$ cat config.mk
export PLATFORM = sky130hd
export DESIGN_NAME = bcd_to_bin_seq
export DESIGN_NICKNAME = d
export VERILOG_FILES = /design/src/rtl/bcd_pkg.sv /design/src/rtl/bcd_digit_corr.sv /design/src/rtl/bcd_to_bin_seq.sv
export SDC_FILE = /design/constraint.sdc
export NUM_CORES = 1
export LEC_CHECK = 0
export CAP_MARGIN = 20
export CORE_ASPECT_RATIO = 1.25
export CORE_MARGIN = 2
export CORE_UTILIZATION = 39
export DETAILED_ROUTE_END_ITERATION = 6
export HOLD_SLACK_MARGIN = 0.1
export MAX_ROUTING_LAYER = met4
export PLACE_DENSITY = 0.62
export SYNTH_ARGS = -nofsm -noshare
export SYNTH_HDL_FRONTEND = slang
export SYNTH_SLANG_ARGS = --single-unit
$ cat constraint.sdc
create_clock -name clk -period 1.29 [get_ports clk]
set_input_delay 0.258 -clock clk [delete_from_list [all_inputs] [get_ports clk]]
set_output_delay 0.258 -clock clk [all_outputs]
set_load 0.05 [all_outputs]
$ cat src/rtl/bcd_pkg.sv
// Shared types and constants for the sequential BCD to binary converter.
// Holds the FSM state encoding, digit constants and result-width helper.
package bcd_pkg;

   typedef enum logic [1:0] {
      S_IDLE  = 2'd0,
      S_SHIFT = 2'd1,
      S_DONE  = 2'd2
   } state_e;

   localparam int DIG_W    = 4;
   localparam int DIG_MAX  = 9;
   localparam int CORR_THR = 8;
   localparam int CORR_OFS = 3;

   // Smallest width w with 2**w >= 10**digits
   function automatic int bin_width(input int digits);
      longint lim;
      int     w;
      lim = 1;
      for (int i = 0; i < digits; i++) lim = lim * 10;
      w = 0;
      for (int i = 62; i >= 0; i--) begin
         if ((longint'(1) << i) >= lim) w = i;
      end
      return w;
   endfunction

endpackage

$ cat src/rtl/bcd_digit_corr.sv
// Per-digit correction step of the reverse double-dabble.
// A digit of 8 or more after the right shift is reduced by 3.
module bcd_digit_corr
   import bcd_pkg::*;
(
   input  logic [3:0] d_in,
   output logic [3:0] d_out
);

   // Subtract the offset from digits that reached the threshold
   always_comb begin
      d_out = d_in;
      if (d_in >= 4'(CORR_THR)) d_out = d_in - 4'(CORR_OFS);
   end

endmodule

$ cat src/rtl/bcd_to_bin_seq.sv
// Sequential packed-BCD to binary converter (reverse double-dabble).
// One bit of the result is produced per SHIFT cycle.
module bcd_to_bin_seq
   import bcd_pkg::*;
#(
   parameter int DIGITS = 3
) (
   input  logic                            clk,
   input  logic                            rst_n,
   input  logic                            start,
   input  logic [4*DIGITS-1:0]             bcd_in,
   output logic                            busy,
   output logic                            done,
   output logic                            err,
   output logic [bin_width(DIGITS)-1:0]    bin_out
);

   localparam int BIN_W = bin_width(DIGITS);
   localparam int BCD_W = DIG_W * DIGITS;
   localparam int CNT_W = $clog2(BIN_W + 1);
   localparam int CAT_W = BCD_W + BIN_W;

   state_e             state_q, state_d;
   logic [BCD_W-1:0]   bcd_q, bcd_d;
   logic [BIN_W-1:0]   acc_q, acc_d;
   logic [CNT_W-1:0]   cnt_q, cnt_d;
   logic [BIN_W-1:0]   bin_out_q, bin_out_d;
   logic               err_q, err_d;

   logic [CAT_W-1:0]   cat_sh;
   logic [BCD_W-1:0]   bcd_sh;
   logic [BIN_W-1:0]   acc_sh;
   logic [BCD_W-1:0]   bcd_corr;
   logic               bad_digit;

   // Right shift of the {bcd, result} pair
   always_comb begin
      cat_sh = {bcd_q, acc_q} >> 1;
      bcd_sh = cat_sh[CAT_W-1:BIN_W];
      acc_sh = cat_sh[BIN_W-1:0];
   end

   for (genvar g = 0; g < DIGITS; g++) begin : g_corr
      bcd_digit_corr u_corr (
         .d_in  (bcd_sh[g*DIG_W +: DIG_W]),
         .d_out (bcd_corr[g*DIG_W +: DIG_W])
      );
   end

   // Flag any incoming digit above 9
   always_comb begin
      bad_digit = 1'b0;
      for (int i = 0; i < DIGITS; i++) begin
         if (bcd_in[i*DIG_W +: DIG_W] > 4'(DIG_MAX)) bad_digit = 1'b1;
      end
   end

   // Next-state, datapath and output decode
   always_comb begin
      state_d   = state_q;
      bcd_d     = bcd_q;
      acc_d     = acc_q;
      cnt_d     = cnt_q;
      bin_out_d = bin_out_q;
      err_d     = err_q;
      busy      = 1'b0;
      done      = 1'b0;
      unique case (state_q)
         S_IDLE: begin
            if (start) begin
               bcd_d = bcd_in;
               acc_d = '0;
               cnt_d = '0;
               if (bad_digit) begin
                  state_d   = S_DONE;
                  err_d     = 1'b1;
                  bin_out_d = '0;
               end else begin
                  state_d = S_SHIFT;
               end
            end
         end
         S_SHIFT: begin
            busy  = 1'b1;
            bcd_d = bcd_corr;
            acc_d = acc_sh;
            cnt_d = cnt_q + 1'b1;
            if (cnt_q == CNT_W'(BIN_W - 1)) begin
               state_d   = S_DONE;
               bin_out_d = acc_sh;
               err_d     = 1'b0;
            end
         end
         S_DONE: begin
            done    = 1'b1;
            state_d = S_IDLE;
         end
         default: begin
            state_d = S_IDLE;
         end
      endcase
   end

   // State and datapath registers
   always_ff @(posedge clk or negedge rst_n) begin
      if (!rst_n) begin
         state_q   <= S_IDLE;
         bcd_q     <= '0;
         acc_q     <= '0;
         cnt_q     <= '0;
         bin_out_q <= '0;
         err_q     <= 1'b0;
      end else begin
         state_q   <= state_d;
         bcd_q     <= bcd_d;
         acc_q     <= acc_d;
         cnt_q     <= cnt_d;
         bin_out_q <= bin_out_d;
         err_q     <= err_d;
      end
   end

   assign bin_out = bin_out_q;
   assign err     = err_q;

endmodule
Word-level counts from Yosys, hierarchy flattened. Cells that the tools add are included.

$add $sub $neg: 4. Magnitude comparators: 6. Equality and inequality tests: 6. Muxes and demuxes: 26. Reductions and logical operators: 5.

Operator list (count): two-way mux 10 bit (4); one-hot mux 10 bit (2 select lines) (2); one-hot mux 12 bit (2 select lines) (1); two-way mux 4 bit (4); greater-than comparator 4 bit, second input constant (3); two-way mux 12 bit (1); >= comparator 4 bit, second input constant (2); two-way mux 1 bit (8); one-hot mux 4 bit (2 select lines) (1); subtractor 4 x 2 -> 4 bit, second input constant (2); two-way mux 2 bit (3); != test 2 bit, second input constant (3); adder 4 x 1 -> 4 bit, second input constant (1); equality test 4 bit, second input constant (1); >= comparator 3 x 4 -> 1 bit, second input constant (1); one-hot mux 2 bit (2 select lines) (1); AND reduction 2 bit (2); AND reduction 4 bit (1); subtractor 3 x 2 -> 4 bit, second input constant (1); equality test 2 x 1 -> 1 bit, second input constant (1); equality test 2 bit, second input constant (1); logical NOT 2 bit (1); one-hot mux 1 bit (2 select lines) (1); nonzero test 2 bit (1).

Register bits: 39.

Depth between registers and ports, before layout.
Word-level depth: 7. Depth in mapped cells: 7. Depth with buffers taken out: 5.

By module. Synthesis repeated with hierarchy kept, for this count alone.

Cells, all modules: 175. Area, all modules: 1934.4 µm².

Modules (own cells, without submodules): bcd_to_bin_seq (instances 1, cells an instance 142, area an instance 1705.4 µm², seq. area each 950.9 µm²); bcd_digit_corr (instances 3, cells an instance 11, area an instance 76.3 µm², seq. area each 0.0 µm²).

Worst setup path after synthesis. Ideal clock, no wire load.

Path type: register -> output. Start point: register state_q[0]. End point: output port done. Arrival: 1.341 ns. Required time: 1.032 ns. Slack: -0.309 ns. Stages on the path, launching flop included: 4. Path buffers: 2. Path through: dfrtp_1 > buf_6 > buf_2 > nor2b_1.

Cells in the longest elaborated chain, start to end: 2.

Ends and longest elaborated chain: start: declaration (RTL line bcd_to_bin_seq.sv:23) `state_e state_q, state_d;`; start signal: assignment (RTL line bcd_to_bin_seq.sv:114) `state_q <= state_d;`; equality test 2 bit (RTL line bcd_to_bin_seq.sv:68) `unique case (state_q)`; two-way mux 1 bit (RTL line bcd_to_bin_seq.sv:68); end: declaration (RTL line bcd_to_bin_seq.sv:13) `output logic done,`.

Every way passes these cells.

Worst setup path after layout.
Start point: register state_q[1]. End point: output port busy.

Cells in the longest elaborated chain, start to end: 2.

Ends and longest elaborated chain: equality test 2 x 1 -> 1 bit (RTL line bcd_to_bin_seq.sv:68); two-way mux 1 bit (RTL line bcd_to_bin_seq.sv:68); end: declaration (RTL line bcd_to_bin_seq.sv:12) `output logic busy,`.

Every way passes these cells.

==> impl_metrics.json <==
{
  "gp_congestion": 0.748,
  "fin_crit_sh": 1.12,
  "routed-via-count": 1800,
  "detail_route.wl_per_cell_um": 16.8,
  "number_of_input_and_output_port_buffers_inserted": 27,
  "die_width_um": 69.8,
  "synth-seq-area-share": 0.451,
  "worstPathRequired_ps": 1030,
  "path_clk_slew_ps": 80,
  "cp.arrival_ps": 1190,
  "setup.worst_path.end_class": "output port",
  "hpwl_um": 3390,
  "antenna_cells_inserted": 0,
  "die-area_mm2": 0.00601,
  "synth.net_count": 224,
  "globalRoute.totalOverflow": 0,
  "finalHoldViolCount": 0,
  "slew-limit-headroom": 0.838,
  "postSynth.topFlopCell": "sky130_fd_sc_hd__dfrtp_1",
  "ctsRootBufferMaster": "sky130_fd_sc_hd__clkbuf_8",
  "layout.area.seq_um2": 953,
  "synth.ff_latch_count": 38,
  "cts-buffers-inserted": 5,
  "drv_slew": 0,
  "setup_repair_after_global_routing_missed_its_margin": "true",
  "power.ir.vdd_worst_mv": 0.745,
  "drc": 0,
  "total_nets_final": 287,
  "core_area_mm2": 0.00515,
  "cts_num_sinks": 38,
  "power.total_mw": 5.26,
  "area_of_the_multi_input_gates_mm2": 0.00107,
  "n_fill_cell": 436,
  "cp_max_fo": 6,
  "start_util": 0.409,
  "synth_async_sr_flop_share": 1.00,
  "cellPowerDensity_mw_per_mm2": 1700,
  "measured_slew_at_the_worst_slew_check_pin_ps": 243,
  "drtPass1Iterations": 4,
  "insertion_delay_to_the_later_sink_of_the_worst_skew_pair_ps": 290,
  "static-leakage-power_nw": 1.46,
  "setup_viol": 31,
  "drt-initial-drc-count": 58,
  "synthCells": 203,
  "crit_path_setup_slack_layout_ps": -158,
  "grt_usage": 0.201,
  "hold_path.class": "input port to async pin",
  "per_cell_via_count_in_the_routed_design": 5.50,
  "syn-mean-instance-area_um2": 10.4,
  "cts-root-to-sink-buffers": 2,
  "violated_checks": "negative setup slack",
  "whs_ps": 458,
  "critical_path.startpoint_type": "flop",
  "global_route_wire_length_before_repair_um": 9200,
  "antenna_found_initial": 0,
  "io_pins": 28,
  "synth_top_area_frac": 0.451,
  "finClkSkew_ps": 6.71,
  "fmaxAchievable_mhz": 690,
  "syn2layout_area_growth_pct": 46.5,
  "synth_edf_count": 0,
  "final_wirelength_um": 5480,
  "placement_rows": 29,
  "placement.setup.worst_slack_ps": -384,
  "setup_total_negative_slack_ps": -1640,
  "synth.top_cells.by_area": "sky130_fd_sc_hd__dfrtp_1 (45%), sky130_fd_sc_hd__o211ai_2 (4.7%), sky130_fd_sc_hd__a22o_1 (4.2%)",
  "route.antenna.remaining_nets": 0,
  "layout-drive-gt1-share": 0.362,
  "drv.max_cap_violation_count": 0,
  "cts_htree_levels": 2,
  "pin_count_of_the_biggest_net_entering_global_routing": 39,
  "die_height_um": 86.2,
  "grt_pass1_vias": 1854,
  "synth_area_leader_cell": "sky130_fd_sc_hd__dfrtp_1",
  "crit_type": "flop to output port",
  "synth_cell_types": 43,
  "synthesis.area_mm2": 0.00211,
  "tritoncts": "done",
  "run_status": "complete, but fails checks",
  "yosys_warn_count": 0,
  "fin_crit_ps": 1450
}
[flip-flops by register name, indices dropped and copies added (netlist names)]
name     flops
state_q      2
bcd_q       12
cnt_q        4
bin_out     10
acc_q        9
err          1
[worst paths after layout]
kind                            slack [ps]          to       start  depth (start not counted)
worst max-delay path                  -160        busy  state_q[1]                          4
worst min-delay path                   460    bcd_q[6]       rst_n                          3
worst min register to register         490   bcd_q[10]   bcd_q[10]                          2
max in group asynchronous              620  state_q[0]       rst_n                          3
worst max register to register        -120    bcd_q[0]  state_q[1]                          7
min in group clk                       490   bcd_q[10]   bcd_q[10]                          2
[placed cells by master (no fill, tap or decap), drive strengths merged]
| cell type | instances |
|---|---|
| a211oi | 1 |
| a21o | 1 |
| a21oi | 2 |
| a22o | 10 |
| a22oi | 3 |
| a32oi | 2 |
| and3b | 1 |
| and4 | 1 |
| buf | 58 |
| clkbuf | 7 |
| clkdlybuf4s50 | 13 |
| dfrtp | 38 |
| dlygate4sd3 | 1 |
| ha | 6 |
| inv | 6 |
| mux2i | 3 |
| nand2 | 13 |
| nand2b | 1 |
| nand3 | 22 |
| nand3b | 2 |
| nand4 | 12 |
| nor2 | 6 |
| nor2b | 14 |
| nor3 | 1 |
| nor3b | 1 |
| o211a | 2 |
| o211ai | 10 |
| o21a | 2 |
| o21ai | 14 |
| o21bai | 1 |
| o22a | 1 |
| o31ai | 2 |
| o32a | 1 |
| o32ai | 1 |
| or2b | 1 |
| or3b | 1 |
| xnor2 | 2 |
| xor2 | 2 |
[cell usage after synthesis, types with 2 or more instances]
| library cell | count |
|---|---|
| sky130_fd_sc_hd__nand2_1 | 13 |
| sky130_fd_sc_hd__o31ai_1 | 2 |
| sky130_fd_sc_hd__mux2i_1 | 3 |
| sky130_fd_sc_hd__nand3_2 | 8 |
| sky130_fd_sc_hd__xor2_1 | 2 |
| sky130_fd_sc_hd__o211ai_2 | 8 |
| sky130_fd_sc_hd__a21oi_1 | 2 |
| sky130_fd_sc_hd__a32oi_1 | 2 |
| sky130_fd_sc_hd__buf_6 | 2 |
| sky130_fd_sc_hd__o21ai_0 | 11 |
| sky130_fd_sc_hd__nand3b_1 | 2 |
| sky130_fd_sc_hd__o21ai_1 | 3 |
| sky130_fd_sc_hd__dfrtp_1 | 38 |
| sky130_fd_sc_hd__inv_1 | 5 |
| sky130_fd_sc_hd__a22o_1 | 10 |
| sky130_fd_sc_hd__o211a_1 | 2 |
| sky130_fd_sc_hd__buf_2 | 8 |
| sky130_fd_sc_hd__ha_1 | 6 |
| sky130_fd_sc_hd__nand3_1 | 14 |
| sky130_fd_sc_hd__nor2_1 | 6 |
| sky130_fd_sc_hd__o211ai_1 | 2 |
| sky130_fd_sc_hd__a22oi_1 | 3 |
| sky130_fd_sc_hd__o21a_1 | 2 |
| sky130_fd_sc_hd__xnor2_1 | 2 |
| sky130_fd_sc_hd__clkbuf_1 | 5 |
| sky130_fd_sc_hd__nor2b_1 | 14 |
| sky130_fd_sc_hd__nand4_1 | 12 |
[per-layer routing]
layer	wire length, um	vias up	track usage	part of all wire
met5	0	-	-	0
met4	165	0	0.0892	0.030
met3	186	12	0.0372	0.034
met2	2620	40	0.310	0.48
met1	2510	886	0.258	0.46
li1	-	862	-	-
[worst max-delay path, cell delays in order (launching register included)]
cell and delay, ps:
sky130_fd_sc_hd__dfrtp_2 440, sky130_fd_sc_hd__nand2b_4 160, sky130_fd_sc_hd__inv_4 60, sky130_fd_sc_hd__buf_12 100, sky130_fd_sc_hd__buf_12 120
[repair_timing]
item | in CTS | in global routing
cloned | 1 | 1
pin swaps | 3 | 12
endpoints found under the hold margin | 38 | 0
setup buffers | 3 | 4
hold buffers | 1 | 0
gates resized for setup | 14 | 9
endpoints found under the setup margin | 24 | 37
[layout make-up]
type	count	share of cell area
Clock buffer	6	0.0267
Multi-Input combinational cell	142	0.347
Tap cell	62	0.0251
Sequential cell	38	0.309
Inverter	6	0.00810
Timing Repair Buffer	73	0.284
[cells by family (layout without fill, tap and decap cells)]
logic type               Yosys count  count (layout)  synth area share
multiplexers                       3               3            0.0142
XOR/XNOR                           4               4            0.0166
adder cells (fa/ha/maj)            6               6            0.0356
AO/OA/AOI/OAI                     53              53             0.206
flip-flops                        38              38             0.451
buffers and inverters             23              85            0.0623
AND/OR/NAND/NOR                   76              76             0.214
[where the power goes]
part / total [mW] / internal, mW / switching [mW]
sequential: 1.81 / 1.49 / 0.325
clock: 0.828 / 0.413 / 0.416
combinational: 2.62 / 1.35 / 1.27
total: 5.26 / 3.25 / 2.01
[per-stage QoR]
step,instance area [um2],utilization,std cells
2_1_floorplan,2110,-,203
3_3_place_gp,2810,0.545,311
3_5_place_dp,2810,0.545,311
4_1_cts,3000,0.583,322
5_1_grt,3090,0.600,327
6_report,3090,0.600,327
Note: power is estimated with default switching activity, not from simulation.
